[config.mk]
export PLATFORM = sky130hd
export DESIGN_NAME = cic_interpolator
export DESIGN_NICKNAME = d
export VERILOG_FILES = /design/src/rtl/cic_interpolator.sv
export SDC_FILE = /design/constraint.sdc
export NUM_CORES = 1
export LEC_CHECK = 0
export ABC_CLOCK_PERIOD_IN_PS = 5870
export CORE_MARGIN = 5
export CORE_UTILIZATION = 30
export CTS_BUF_LIST = sky130_fd_sc_hd__clkbuf_16
export DETAILED_ROUTE_END_ITERATION = 6
export PLACE_DENSITY_LB_ADDON = 0.08
export RECOVER_POWER = 50
export SETUP_SLACK_MARGIN = 0.5
export SKIP_CTS_REPAIR_TIMING = 1
export SLEW_MARGIN = 15
export SYNTH_ARGS = -nofsm -noshare
export SYNTH_HDL_FRONTEND = slang
export SYNTH_SLANG_ARGS = --single-unit
export TNS_END_PERCENT = 1
[constraint.sdc]
create_clock -name clk -period 5.87 [get_ports clk]
set_input_delay 1.761 -clock clk [delete_from_list [all_inputs] [get_ports clk]]
set_output_delay 1.761 -clock clk [all_outputs]
set_load 0.05 [all_outputs]
[src/rtl/cic_interpolator.sv]
// Purpose: CIC interpolator. Q low-rate combs, a zero-stuffing upsampler by R and Q integrators.
//          Each out_tick yields one rounded, saturated sample.
// Latency: cic_out/valid_out/overflow/underflow/starve are registered, one cycle after each out_tick.
// Backpressure: a one-entry input buffer, ready_in = ~buf_full. A phase-0 tick that finds the buffer
//               empty inserts a zero and pulses starve.
// Ports: clk, rst_n (async, active-low); int_factor (R: 1,2,4,8,16, others act as 1);
//        valid_in/ready_in/cic_in (low-rate input); out_tick (high-rate strobe);
//        cic_out/valid_out/overflow/underflow/starve (high-rate output and status pulses).
module cic_interpolator #(
    parameter int DATA_WIDTH     = 16,
    parameter int DATA_FRAC      = 15,
    parameter int Q              = 1,
    parameter int N              = 1,
    parameter int MAX_INT_FACTOR = 16
) (
    input  logic                         clk,
    input  logic                         rst_n,
    input  logic [4:0]                   int_factor,
    input  logic                         valid_in,
    output logic                         ready_in,
    input  logic signed [DATA_WIDTH-1:0] cic_in,
    input  logic                         out_tick,
    output logic signed [DATA_WIDTH-1:0] cic_out,
    output logic                         valid_out,
    output logic                         overflow,
    output logic                         underflow,
    output logic                         starve
);

    localparam int LOG_MAX = $clog2(MAX_INT_FACTOR);
    localparam int AW      = DATA_WIDTH + Q * $clog2(N * MAX_INT_FACTOR);
    localparam int PW      = (LOG_MAX > 0) ? LOG_MAX : 1;
    localparam int LW      = (LOG_MAX > 0) ? $clog2(LOG_MAX + 1) : 1;
    localparam int LOG_N   = (N == 2) ? 1 : 0;
    localparam int SW      = 8;

    // Output range limits, expressed in the widened rounding width.
    localparam logic signed [AW:0] OUT_MAX = {{(AW-DATA_WIDTH+2){1'b0}}, {(DATA_WIDTH-1){1'b1}}};
    localparam logic signed [AW:0] OUT_MIN = {{(AW-DATA_WIDTH+2){1'b1}}, {(DATA_WIDTH-1){1'b0}}};

    // Elaboration-time sanity checks on the parameter set.
    if (Q < 1 || Q > 4) begin : g_bad_q
        $error("cic_interpolator: Q must be 1..4");
    end
    if (N < 1 || N > 2) begin : g_bad_n
        $error("cic_interpolator: N must be 1 or 2");
    end
    if (DATA_FRAC >= DATA_WIDTH) begin : g_bad_frac
        $error("cic_interpolator: DATA_FRAC must be below DATA_WIDTH");
    end

    // The factor is held as log2(R). Any value that is not a supported power of two maps to 0 (R = 1).
    function automatic logic [LW-1:0] decode_factor(input logic [4:0] f);
        logic [LW-1:0] r;
        r = '0;
        for (int k = 0; k <= LOG_MAX && k < 5; k++) begin
            if (f == 5'(1 << k)) r = LW'(k);
        end
        return r;
    endfunction

    logic                         buf_full;
    logic signed [DATA_WIDTH-1:0] buf_dat;
    logic [PW-1:0]                ph;
    logic [PW-1:0]                ph_last;
    logic [PW-1:0]                ph_nxt;
    logic [LW-1:0]                lr_q;
    logic [LW-1:0]                lr_eff;
    logic                         phase0;
    logic                         load;
    logic                         consume;

    logic signed [AW-1:0] dly       [0:Q-1][0:N-1];
    logic signed [AW-1:0] comb_in   [0:Q-1];
    logic signed [AW-1:0] comb_out;
    logic signed [AW-1:0] upsample;
    logic signed [AW-1:0] integ     [0:Q-1];
    logic signed [AW-1:0] integ_nxt [0:Q-1];

    logic [SW-1:0]                shift_amt;
    logic signed [AW:0]           rounded;
    logic signed [AW:0]           scaled;
    logic                         sat_hi;
    logic                         sat_lo;
    logic signed [DATA_WIDTH-1:0] sat_val;

    assign ready_in = ~buf_full;
    assign load     = valid_in & ~buf_full;
    assign phase0   = out_tick & (ph == '0);
    assign consume  = phase0 & buf_full;

    // A new factor is taken only at a frame start. The tick that opens the frame already uses it,
    // both for the frame length and for the output scaling.
    assign lr_eff   = (ph == '0) ? decode_factor(int_factor) : lr_q;
    assign ph_last  = PW'((1 << lr_eff) - 1);
    assign ph_nxt   = (ph == ph_last) ? '0 : ph + PW'(1);

    // Comb cascade. x is the buffered sample, or zero when the buffer is starved.
    always_comb begin : p_comb
        logic signed [AW-1:0] run;
        run = buf_full ? {{(AW-DATA_WIDTH){buf_dat[DATA_WIDTH-1]}}, buf_dat} : '0;
        for (int k = 0; k < Q; k++) begin
            comb_in[k] = run;
            run        = run - dly[k][N-1];
        end
        comb_out = run;
    end

    assign upsample = phase0 ? comb_out : '0;

    // Integrator cascade. Each stage sees the freshly updated value of the stage before it, so the
    // output of a tick already includes that tick's input.
    always_comb begin : p_integ
        logic signed [AW-1:0] run;
        run = upsample;
        for (int k = 0; k < Q; k++) begin
            run          = integ[k] + run;
            integ_nxt[k] = run;
        end
    end

    // Gain (R*N)^Q / R is removed by a shift, with round-half-up. Rounding is done one bit wider
    // so that the rounding constant cannot wrap the accumulator.
    always_comb begin : p_scale
        shift_amt = SW'((Q - 1) * int'(lr_eff) + Q * LOG_N);
        rounded   = {integ_nxt[Q-1][AW-1], integ_nxt[Q-1]};
        if (shift_amt != '0) begin
            rounded = rounded + ((AW+1)'(1) << (shift_amt - SW'(1)));
        end
        scaled  = rounded >>> shift_amt;
        sat_hi  = (scaled > OUT_MAX);
        sat_lo  = (scaled < OUT_MIN);
        sat_val = scaled[DATA_WIDTH-1:0];
        if (sat_hi) sat_val = {1'b0, {(DATA_WIDTH-1){1'b1}}};
        if (sat_lo) sat_val = {1'b1, {(DATA_WIDTH-1){1'b0}}};
    end

    always_ff @(posedge clk or negedge rst_n) begin
        if (!rst_n) begin
            buf_full  <= 1'b0;
            buf_dat   <= '0;
            ph        <= '0;
            lr_q      <= '0;
            cic_out   <= '0;
            valid_out <= 1'b0;
            overflow  <= 1'b0;
            underflow <= 1'b0;
            starve    <= 1'b0;
            for (int k = 0; k < Q; k++) begin
                integ[k] <= '0;
                for (int j = 0; j < N; j++) dly[k][j] <= '0;
            end
        end else begin
            // Load and consume together: the comb reads the old entry, and the new one stays.
            if (load) buf_dat <= cic_in;
            buf_full  <= load | (buf_full & ~consume);

            valid_out <= out_tick;
            starve    <= phase0 & ~buf_full;
            overflow  <= out_tick & sat_hi;
            underflow <= out_tick & sat_lo;

            if (out_tick) begin
                ph      <= ph_nxt;
                lr_q    <= lr_eff;
                cic_out <= sat_val;
                for (int k = 0; k < Q; k++) integ[k] <= integ_nxt[k];
            end

            if (phase0) begin
                for (int k = 0; k < Q; k++) begin
                    dly[k][0] <= comb_in[k];
                    for (int j = 1; j < N; j++) dly[k][j] <= dly[k][j-1];
                end
            end
        end
    end

endmodule
# After elaboration in Yosys (flattened, before gate mapping)
# Cells that the tools add are included.
[classes]
mux = 10
eq_ne = 5
n_lt_le_gt_ge = 2
mul = 0
n_div = 0
shift = 1
reduce_logical = 1
n_addsub = 4
n_bitwise = 10
[op_table]
columns = ["cell", "count"]
rows = [
  ["20-bit two-way mux", 2],
  ["16-bit two-way mux", 2],
  ["20-bit adder", 1],
  ["20-bit by 16-bit greater-than comparator with 1-bit output, second input constant", 1],
  ["20-bit by 16-bit less-than comparator with 1-bit output, second input constant", 1],
  ["20-bit subtractor", 1],
  ["3-bit two-way mux", 3],
  ["1-bit bitwise AND", 7],
  ["5-bit by 2-bit equality test with 1-bit output, second input constant", 1],
  ["5-bit by 3-bit equality test with 1-bit output, second input constant", 1],
  ["5-bit by 4-bit equality test with 1-bit output, second input constant", 1],
  ["5-bit equality test, second input constant", 1],
  ["4-bit by 1-bit adder with 4-bit output, second input constant", 1],
  ["4-bit equality test", 1],
  ["4-bit zero test", 1],
  ["4-bit two-way mux", 1],
  ["1-bit by 3-bit << shifter with 4-bit output, first input constant", 1],
  ["4-bit by 2-bit subtractor with 4-bit output, second input constant", 1],
  ["2-bit two-way mux", 1],
  ["1-bit NOT", 2],
  ["1-bit two-way mux", 1],
  ["1-bit bitwise OR", 1],
]
[word_totals]
out_inout_bits = 21
mem_bits_rw = 0
memories = 0
latchBits = 0
in_bits = 25
elab_cells = 44
ff_bits = 84
romBits = 0

# Logic depth before layout (Yosys ltp)
# Gate-level depths: netlist (run 1).
[logic_depth]
word_depth = 10
mapped_depth = 25
ltp_nobuf = 21

# Worst setup path before layout (run 1)
# Ideal clock, no wire load.
[synth_path]
path_type = "register to register"
startpoint = "reg buf_full"
endpoint = "reg cic_out[5]"
required_time_ps = 5723
period_less_slack_ps = 5025
stages_incl_launch_ff = 26
n_path_buf = 4
arrival_time_ps = 4878
path_slack_ps = 845
setup_ps = 147
cell_sequence = "dfrtp_1 > clkbuf_1 > clkbuf_1 > nand2_1 > ha_1 > inv_1 > fa_1 > a21o_1 > a21o_1 > a2111oi_0 > o21ba_2 > o41ai_1 > o41a_1 > and3_1 > a211oi_1 > ha_1 > clkbuf_1 > a21o_1 > a21o_1 > a21oi_1 > o21ai_0 > a21oi_1 > a21oi_1 > nor3_4 > buf_4 > o221ai_1"
[synth_via]
elab_chain_len = 7
elab_cells_between_ends = 8
classes_between = "add/sub (2); order compare (2); mux (4)"
[synth_lines]
columns = ["item", "line", "text"]
rows = [
  ["start, declared", "62", "logic buf_full;"],
  ["start signal, assigned", "156", "buf_full <= load | (buf_full & ~consume);"],
  ["20-bit two-way mux *", "101", "run = buf_full ? {{(AW-DATA_WIDTH){buf_dat[DATA_WIDTH-1]}}, buf_dat} : '0;"],
  ["20-bit subtractor *", "104", "run = run - dly[k][N-1];"],
  ["20-bit two-way mux *", "109", "assign upsample = phase0 ? comb_out : '0;"],
  ["20-bit adder *", "117", "run = integ[k] + run;"],
  ["20-bit by 16-bit greater-than comparator with 1-bit output", "131", "sat_hi = (scaled > OUT_MAX);"],
  ["16-bit two-way mux", "134", "if (sat_hi) sat_val = {1'b0, {(DATA_WIDTH-1){1'b1}}};"],
  ["16-bit two-way mux *", "135", "if (sat_lo) sat_val = {1'b1, {(DATA_WIDTH-1){1'b0}}};"],
  ["end signal, assigned", "166", "cic_out <= sat_val;"],
  ["end, declared", "23", "output logic signed [DATA_WIDTH-1:0] cic_out,"],
]
# Every way passes the cells marked *; elsewhere a longest branch is shown, timed or not.
# A chain may end at the register's enable or synchronous reset.

# Worst setup path after layout (run 1)
[layout_path]
startpoint = "in out_tick"
endpoint = "reg cic_out[0]"
[layout_via]
elab_chain_len = 6
elab_cells_between_ends = 7
classes_between = "add/sub (1); order compare (2); mux (3); bitwise (1)"
[layout_lines]
columns = ["item", "line", "text"]
rows = [
  ["start, declared", "22", "input logic out_tick,"],
  ["1-bit bitwise AND", "89", "assign phase0 = out_tick & (ph == '0);"],
  ["20-bit two-way mux", "109", ""],
  ["20-bit adder", "117", ""],
  ["20-bit by 16-bit greater-than comparator with 1-bit output", "131", ""],
  ["16-bit two-way mux", "134", ""],
  ["16-bit two-way mux", "135", ""],
]
# Parallel ways exist; a longest one is shown, timed or not.

==> flow_summary.json, run 1 <==
{
  "gp_congestion": 0.850,
  "critPathLaunch": "out_tick",
  "synth-seq-area-share_pct": 38.1,
  "cts_buffers": 9,
  "syn-mean-instance-area_um2": 9.24,
  "ys.warnings.count": 0,
  "pin_count": 46,
  "initialDrtViolationCount": 149,
  "num_rows": 48,
  "hpwl_um": 9850,
  "finalSetupViolCount": 0,
  "period_needed_ns": 5.30,
  "worstPathMaxFanout": 18,
  "antenna_found_initial": 0,
  "clock-skew-final_ns": 0.00572,
  "vias": 4175,
  "viasPerCell": 4.93,
  "grt_pass1_wl_um": 21900,
  "reg2regPathDepth": 22,
  "syn_area_um2": 5260,
  "grt_max_degree": 48,
  "portBuffers": 45,
  "r2r_start": "buf_full",
  "cp.arrival_ns": 5.44,
  "endpoint_kind": "flip-flop",
  "fill_cells": 1757,
  "routed_wl_um": 13100,
  "tns_ns": 0,
  "critical_path.top_delay_family": "buffers and inverters",
  "crit_type": "input port to flip-flop",
  "clk_latency_ns": 0.34,
  "cp_data_required_time_ns": 6.01,
  "hold_viol_final": 0,
  "rsz0062_at_grt": "yes",
  "grt_overflow": 0,
  "crit_path_max_incr_delay_ns": 0.62,
  "die_h_um": 142,
  "tightest_slew_ns": 2.00,
  "synth_top_cells_by_area": "dfrtp_1, ha_1, o21ai_0",
  "status": "complete, but fails checks",
  "cts_tree": "done",
  "num-nets-final": 684,
  "r2r_slack_ns": 0.79,
  "cp.depth": 15,
  "ys_async_sr_fraction_pct": 100,
  "yosysTopAreaCellShare_pct": 38.1,
  "synth_ff_type": "dfrtp_1",
  "netlist_instances": 569,
  "r2r-end": "cic_out[0]",
  "drv_cap": 2,
  "slew_viol_final": 78,
  "synth_seq_cells": 80,
  "track_usage_pct": 13.5,
  "cts-root-buf": "clkbuf_16",
  "violations": "capacitance limit, slew limit",
  "drive_gt1_share_pct": 11.4,
  "slew_headroom_pct": -33.4,
  "htreeDepth": 3,
  "synthTopCellsByCount": "dfrtp_1, nand2_1, inv_1, o21ai_0",
  "start_util_pct": 30.5,
  "diodes": 0,
  "cts_sinks": 80,
  "min_path_type": "flip-flop to flip-flop",
  "synth_top_area_cell": "dfrtp_1",
  "clock.fmax_mhz": 189,
  "fp.dieArea_um2": 20300,
  "endpoint": "cic_out[0]",
  "antenna_left": 0,
  "drc": 0,
  "post_drt_wl_per_cell_um": 15.5,
  "cpMostUsedCell": "nand3_1",
  "first_pass_iters": 4,
  "worst-path-buf-inv": 4,
  "path_cells": "buf_2, clkbuf_1, inv_1, nor2_4, o311a_1, ha_1, nand3_1, nor2_1, nand3_1, a31oi_1, a311oi_2, or3_1, o211ai_4, buf_12, o221ai_1",
  "path_clk_slew_ns": 0.06,
  "grt_pass1_vias": 4378,
  "fp.coreArea_um2": 17200,
  "synthesis.nets": 636,
  "ys_types": 63,
  "cp_slowest_cell": "clkbuf_1",
  "area_growth_pct": 20.6,
  "fp.dieW_um": 142,
  "clock_path_buffers": 2,
  "synth.most_common_cell": "dfrtp_1",
  "synth_edf_count": 0,
  "post-route-period-util_pct": 90.3,
  "startpoint_type": "input port"
}
-- how the worst min path moves through the flow --
| stage | from | to | slack, ns | cells after the start |
|---|---|---|---|---|
| after detailed placement | lr_q[1] | lr_q[1] | 0.47 | 2 |
| after floorplan | lr_q[1] | lr_q[1] | 0.45 | 2 |
| after CTS | lr_q[1] | lr_q[1] | 0.49 | 2 |
| final | lr_q[1] | lr_q[1] | 0.48 | 2 |
| after global placement | lr_q[1] | lr_q[1] | 0.47 | 2 |
| after global routing | buf_dat[9] | buf_dat[9] | 0.52 | 1 |
-- tightest hold or removal path, cell delays in order, from the launching register on --
cell,delay (ns)
dfrtp_1,0.34
nand2_1,0.04
o21ai_0,0.06
-- per-layer routing --
layer / up-vias / global-route usage, % / wire length [µm]
met5: - / 0 / 0
met4: 0 / 3.60 / 164
met3: 12 / 3.23 / 369
met2: 40 / 24.2 / 6620
met1: 2021 / 16.3 / 5950
li1: 2102 / - / -
-- kinds of logic after synthesis --
group / synth area share [%]
AOI/OAI and AO/OA: 21.3
xor gates and xnor gates: 4.83
adders and majority gates: 10.3
buffers and inverters: 5.35
DFF: 38.1
muxes: 5.05
and+or+nand+nor: 15.1
-- cell type report --
cell class | count | area (µm²) | share of cell area [%]
clock inverter | 7 | 62.6 | 0.987
inverter | 53 | 199 | 3.14
clock buffer | 9 | 225 | 3.55
sequential | 80 | 2000 | 31.6
timing repair buffer | 56 | 517 | 8.15
tap | 225 | 282 | 4.44
multi-input combinational | 417 | 3050 | 48.1
-- per-stage QoR --
stage | setup WS (ns) | cells | hold WS [ns] | cell area, µm² | utilization (%)
detailed placement | 0.256 | 829 | 0.474 | 5970 | 34.6
finish | 0.569 | 847 | 0.480 | 6340 | 36.8
global route | 0.297 | 847 | 0.519 | 6340 | 36.8
floorplan | 0.845 | 569 | 0.450 | 5260 | -
CTS | 0.241 | 845 | 0.488 | 6250 | 36.3
global placement | 0.425 | 829 | 0.468 | 5970 | 34.6
-- flip-flops by register name, indices dropped and copies added, names as in the netlist, 3 cells and up --
register	cells
cic_out	16
dly	16
ph	4
buf_dat	16
integ	20
lr_q	3
-- cell usage in the layout (no fill, tap or decap), types with 18 or more instances in the layout --
master           instances
a21oi_1                 29
nand2_1                 53
xnor2_1                 18
ha_1                    39
o21ai_0                 49
dfrtp_1                 79
nor2_1                  40
clkdlybuf4s50_1         41
mux2_2                  20
inv_1                   52
Power of run 1 is not shown: default switching activity piles up to over one toggle a cycle in this logic, so the estimate is an artifact.
==> inputs of run 2 (changes only) <==
PLACE_DENSITY = 0.44   (was default)
PLACE_DENSITY_LB_ADDON = default   (was 0.08)
==> flow_summary.json, run 2 (same netlist as run 1, synthesis figures left out) <==
{
  "tns_ns": 0,
  "fill_cells": 1782,
  "antenna_found_initial": 0,
  "area_growth_pct": 19.8,
  "crit_path_max_incr_delay_ns": 0.74,
  "path_cells": "clkbuf_1, buf_4, inv_2, nor2_1, o311a_1, ha_1, nand3_1, nor2_1, nand3_1, a31oi_1, a311oi_2, or3_1, o211ai_2, buf_4, o221ai_1",
  "reg2regPathDepth": 21,
  "num_rows": 48,
  "gp_congestion": 0.835,
  "r2r-end": "cic_out[7]",
  "startpoint_type": "input port",
  "r2r_slack_ns": 0.80,
  "viasPerCell": 4.89,
  "period_needed_ns": 5.22,
  "cts_buffers": 9,
  "top_register": "integ",
  "pin_count": 46,
  "min_to": "lr_q[1]",
  "track_usage_pct": 12.9,
  "routed_wl_um": 12800,
  "r2r_start": "buf_full",
  "htreeDepth": 3,
  "tightest_slew_ns": 2.11,
  "drc": 0,
  "final_common_cell": "dfrtp_1",
  "grt_pass1_vias": 4041,
  "worst-path-buf-inv": 4,
  "endpoint_kind": "flip-flop",
  "fp.dieArea_um2": 20300,
  "hold_path_depth": 2,
  "grt_max_degree": 81,
  "worstPathMaxFanout": 16,
  "diodes": 0,
  "cts_sinks": 80,
  "path_clk_slew_ns": 0.06,
  "hold_viol_final": 0,
  "hpwl_um": 9350,
  "die_h_um": 142,
  "start_util_pct": 30.5,
  "finalSetupViolCount": 0,
  "first_pass_iters": 4,
  "rsz0062_at_grt": "no",
  "fp.dieW_um": 142,
  "slew_viol_final": 128,
  "clock_path_buffers": 2,
  "slew_headroom_pct": -40.5,
  "num-nets-final": 684,
  "clock-skew-final_ns": 0.00858,
  "antenna_left": 0,
  "status": "complete, but fails checks",
  "final_cell_mix": "dfrtp_1, inv_1, nand2_1, o21ai_0, clkdlybuf4s50_1",
  "clock.fmax_mhz": 191,
  "min_from": "lr_q[1]",
  "cp.arrival_ns": 5.36,
  "violations": "capacitance limit, slew limit",
  "final_area_um2": 6300,
  "cp_slowest_cell": "nor2_1",
  "portBuffers": 45,
  "largest_reg_flops": 20,
  "vias": 4139,
  "crit_type": "input port to flip-flop",
  "cp_data_required_time_ns": 6.01,
  "drive_gt1_share_pct": 11.1,
  "min_path_type": "flip-flop to flip-flop",
  "cts-root-buf": "clkbuf_16",
  "critical_path.top_delay_family": "simple AND/OR/NAND/NOR gates",
  "post_drt_wl_per_cell_um": 15.1,
  "grt_overflow": 0,
  "drv_cap": 2,
  "fp.coreArea_um2": 17200,
  "initialDrtViolationCount": 189,
  "place_area_um2": 5950,
  "post-route-period-util_pct": 89.0,
  "grt_pass1_wl_um": 20800,
  "clk_latency_ns": 0.35,
  "cts_tree": "done"
}
run 2: worst reg2reg max path, stage by stage, from the launching register on:
cell and delay, ns:
dfrtp_2 0.41, nand2_1 0.08, ha_1 0.16, inv_1 0.05, fa_1 0.41, a21o_1 0.18, a21o_1 0.22, a2111oi_2 0.37
o21ba_2 0.21, o41ai_1 0.10, o41a_1 0.36, and3_1 0.21, a211oi_1 0.27, ha_2 0.38, o21a_1 0.18, a21oi_1 0.13
o31ai_1 0.11, xor2_1 0.18, or3_1 0.35, o211ai_2 0.08, buf_4 0.26, o221ai_1 0.15
run 2: worst max path at each step:
| stage | from | end | slack [ns] | depth (start not counted) |
|---|---|---|---|---|
| final | out_tick | cic_out[7] | 0.65 | 15 |
| after global routing | out_tick | cic_out[3] | 0.32 | 15 |
| after CTS | buf_full | cic_out[7] | 0.19 | 21 |
| after detailed placement | buf_full | cic_out[7] | 0.23 | 21 |
| after global placement | buf_full | cic_out[10] | 0.33 | 21 |
| after floorplan | buf_full | cic_out[5] | 0.85 | 25 |
run 2: final cells by class:
type / count / area, µm² / area share [%]
multi-input cells: 418 / 3020 / 47.9
flip-flops and latches: 80 / 2000 / 31.8
repair buffers: 55 / 507 / 8.05
well taps: 225 / 282 / 4.47
clock buffers: 9 / 225 / 3.58
inverters: 53 / 199 / 3.16
clock inverters: 7 / 65.1 / 1.03
run 2: stage by stage:
step | instances | hold WS, ns | utilization, % | setup slack (ns)
floorplan | 569 | 0.450 | - | 0.845
global placement | 827 | 0.478 | 34.5 | 0.333
detailed placement | 827 | 0.480 | 34.5 | 0.228
CTS | 843 | 0.495 | 36.2 | 0.190
global route | 847 | 0.519 | 36.5 | 0.317
finish | 847 | 0.491 | 36.5 | 0.645
run 2: per-layer routing:
layer | GRT usage [%] | vias to the layer above | wire (µm)
met4 | 4.35 | 0 | 175
li1 | - | 2112 | -
met1 | 18.8 | 1950 | 6680
met3 | 3.02 | 13 | 484
met5 | 0 | - | 0
met2 | 18.7 | 64 | 5450
Power of run 2 is left out for the same reason.
==> inputs of run 3 (changes only) <==
RECOVER_POWER = 100   (was 50)
==> flow_summary.json, run 3 (same netlist as run 1, synthesis figures left out) <==
{
  "cts_sinks": 80,
  "final_common_cell": "dfrtp_1",
  "viasPerCell": 4.88,
  "grt_pass1_wl_um": 20800,
  "cts-root-buf": "clkbuf_16",
  "vias": 4132,
  "drv_cap": 3,
  "hold_path_depth": 2,
  "fp.dieW_um": 142,
  "cts_tree": "done",
  "r2r-end": "cic_out[7]",
  "dp.cells": 827,
  "first_pass_iters": 4,
  "clock-skew-final_ns": 0.00654,
  "largest_reg_flops": 20,
  "portBuffers": 45,
  "tightest_slew_ns": 2.10,
  "htreeDepth": 3,
  "diodes": 0,
  "endpoint_kind": "flip-flop",
  "post-route-period-util_pct": 88.9,
  "slew_viol_final": 135,
  "gp_congestion": 0.835,
  "status": "complete, but fails checks",
  "grt_overflow": 0,
  "clock.fmax_mhz": 192,
  "place_area_um2": 5950,
  "final_area_um2": 6230,
  "r2r_slack_ns": 0.71,
  "finalSetupViolCount": 0,
  "clock_path_buffers": 2,
  "rsz0062_at_grt": "no",
  "grt_max_degree": 81,
  "r2r_start": "buf_full",
  "fp.coreArea_um2": 17200,
  "initialDrtViolationCount": 197,
  "min_path_type": "flip-flop to flip-flop",
  "start_util_pct": 30.5,
  "area_growth_pct": 18.6,
  "drc": 0,
  "routed_wl_um": 12800,
  "cp.arrival_ns": 5.46,
  "hold_viol_final": 0,
  "tns_ns": 0,
  "num-nets-final": 684,
  "die_h_um": 142,
  "reg2regPathDepth": 22,
  "clk_latency_ns": 0.35,
  "drive_gt1_share_pct": 9.49,
  "fp.dieArea_um2": 20300,
  "final_cell_mix": "dfrtp_1, inv_1, nand2_1, o21ai_0, nor2_1",
  "post_drt_wl_per_cell_um": 15.1,
  "top_register": "integ",
  "pin_count": 46,
  "cp_data_required_time_ns": 6.11,
  "cts_buffers": 9,
  "hpwl_um": 9350,
  "crit_type": "input port to flip-flop",
  "path_clk_slew_ns": 0.06,
  "grt_pass1_vias": 4041,
  "min_from": "lr_q[1]",
  "min_to": "lr_q[1]",
  "startpoint_type": "input port",
  "slew_headroom_pct": -39.9,
  "worstPathMaxFanout": 16,
  "violations": "capacitance limit, slew limit",
  "track_usage_pct": 12.9,
  "antenna_found_initial": 0,
  "antenna_left": 0,
  "num_rows": 48,
  "final_cell_count_no_fill": 847,
  "period_needed_ns": 5.22
}
[run 3: layer usage]
| metal | wire (µm) | GRT usage, % | vias to the layer above |
|---|---|---|---|
| met1 | 6610 | 18.8 | 1942 |
| met5 | 0 | 0 | - |
| met4 | 156 | 4.35 | 0 |
| li1 | - | - | 2117 |
| met3 | 522 | 3.02 | 10 |
| met2 | 5470 | 18.7 | 63 |
[run 3: worst max-delay path, stage by stage]
cell,delay (ns)
clkbuf_1,0.10
buf_4,0.22
inv_2,0.13
nor2_1,0.73
o311a_1,0.35
ha_1,0.30
a211oi_2,0.26
a2bb2oi_2,0.21
a31oi_1,0.15
a311oi_1,0.45
and4_4,0.36
nor3_1,0.06
buf_4,0.19
o221ai_1,0.18
[run 3: how the worst max path moves through the flow]
stage	end	depth (start not counted)	start
6_report	cic_out[7]	14	out_tick
3_3_place_gp	cic_out[10]	21	buf_full
2_1_floorplan	cic_out[5]	25	buf_full
5_1_grt	cic_out[3]	14	out_tick
3_5_place_dp	cic_out[7]	21	buf_full
4_1_cts	cic_out[7]	21	buf_full
[run 3: stage by stage]
step                      utilization (%)  hold slack (ns)  setup slack (ns)
after floorplan                         -            0.450             0.845
after global placement               34.5            0.478             0.333
after CTS                            36.2            0.495             0.190
after detailed placement             34.5            0.480             0.228
after global routing                 36.2            0.519             0.288
final                                36.2            0.491             0.649
[run 3: cell type report]
class / instances / area [µm²]
clock buffer: 9 / 225
clock inverter: 7 / 65.1
fill: 1790 / 11000
inverter: 53 / 199
multi-input combinational: 418 / 2960
sequential: 80 / 2000
tap: 225 / 282
timing repair buffer: 55 / 499
Power of run 3 is left out for the same reason.
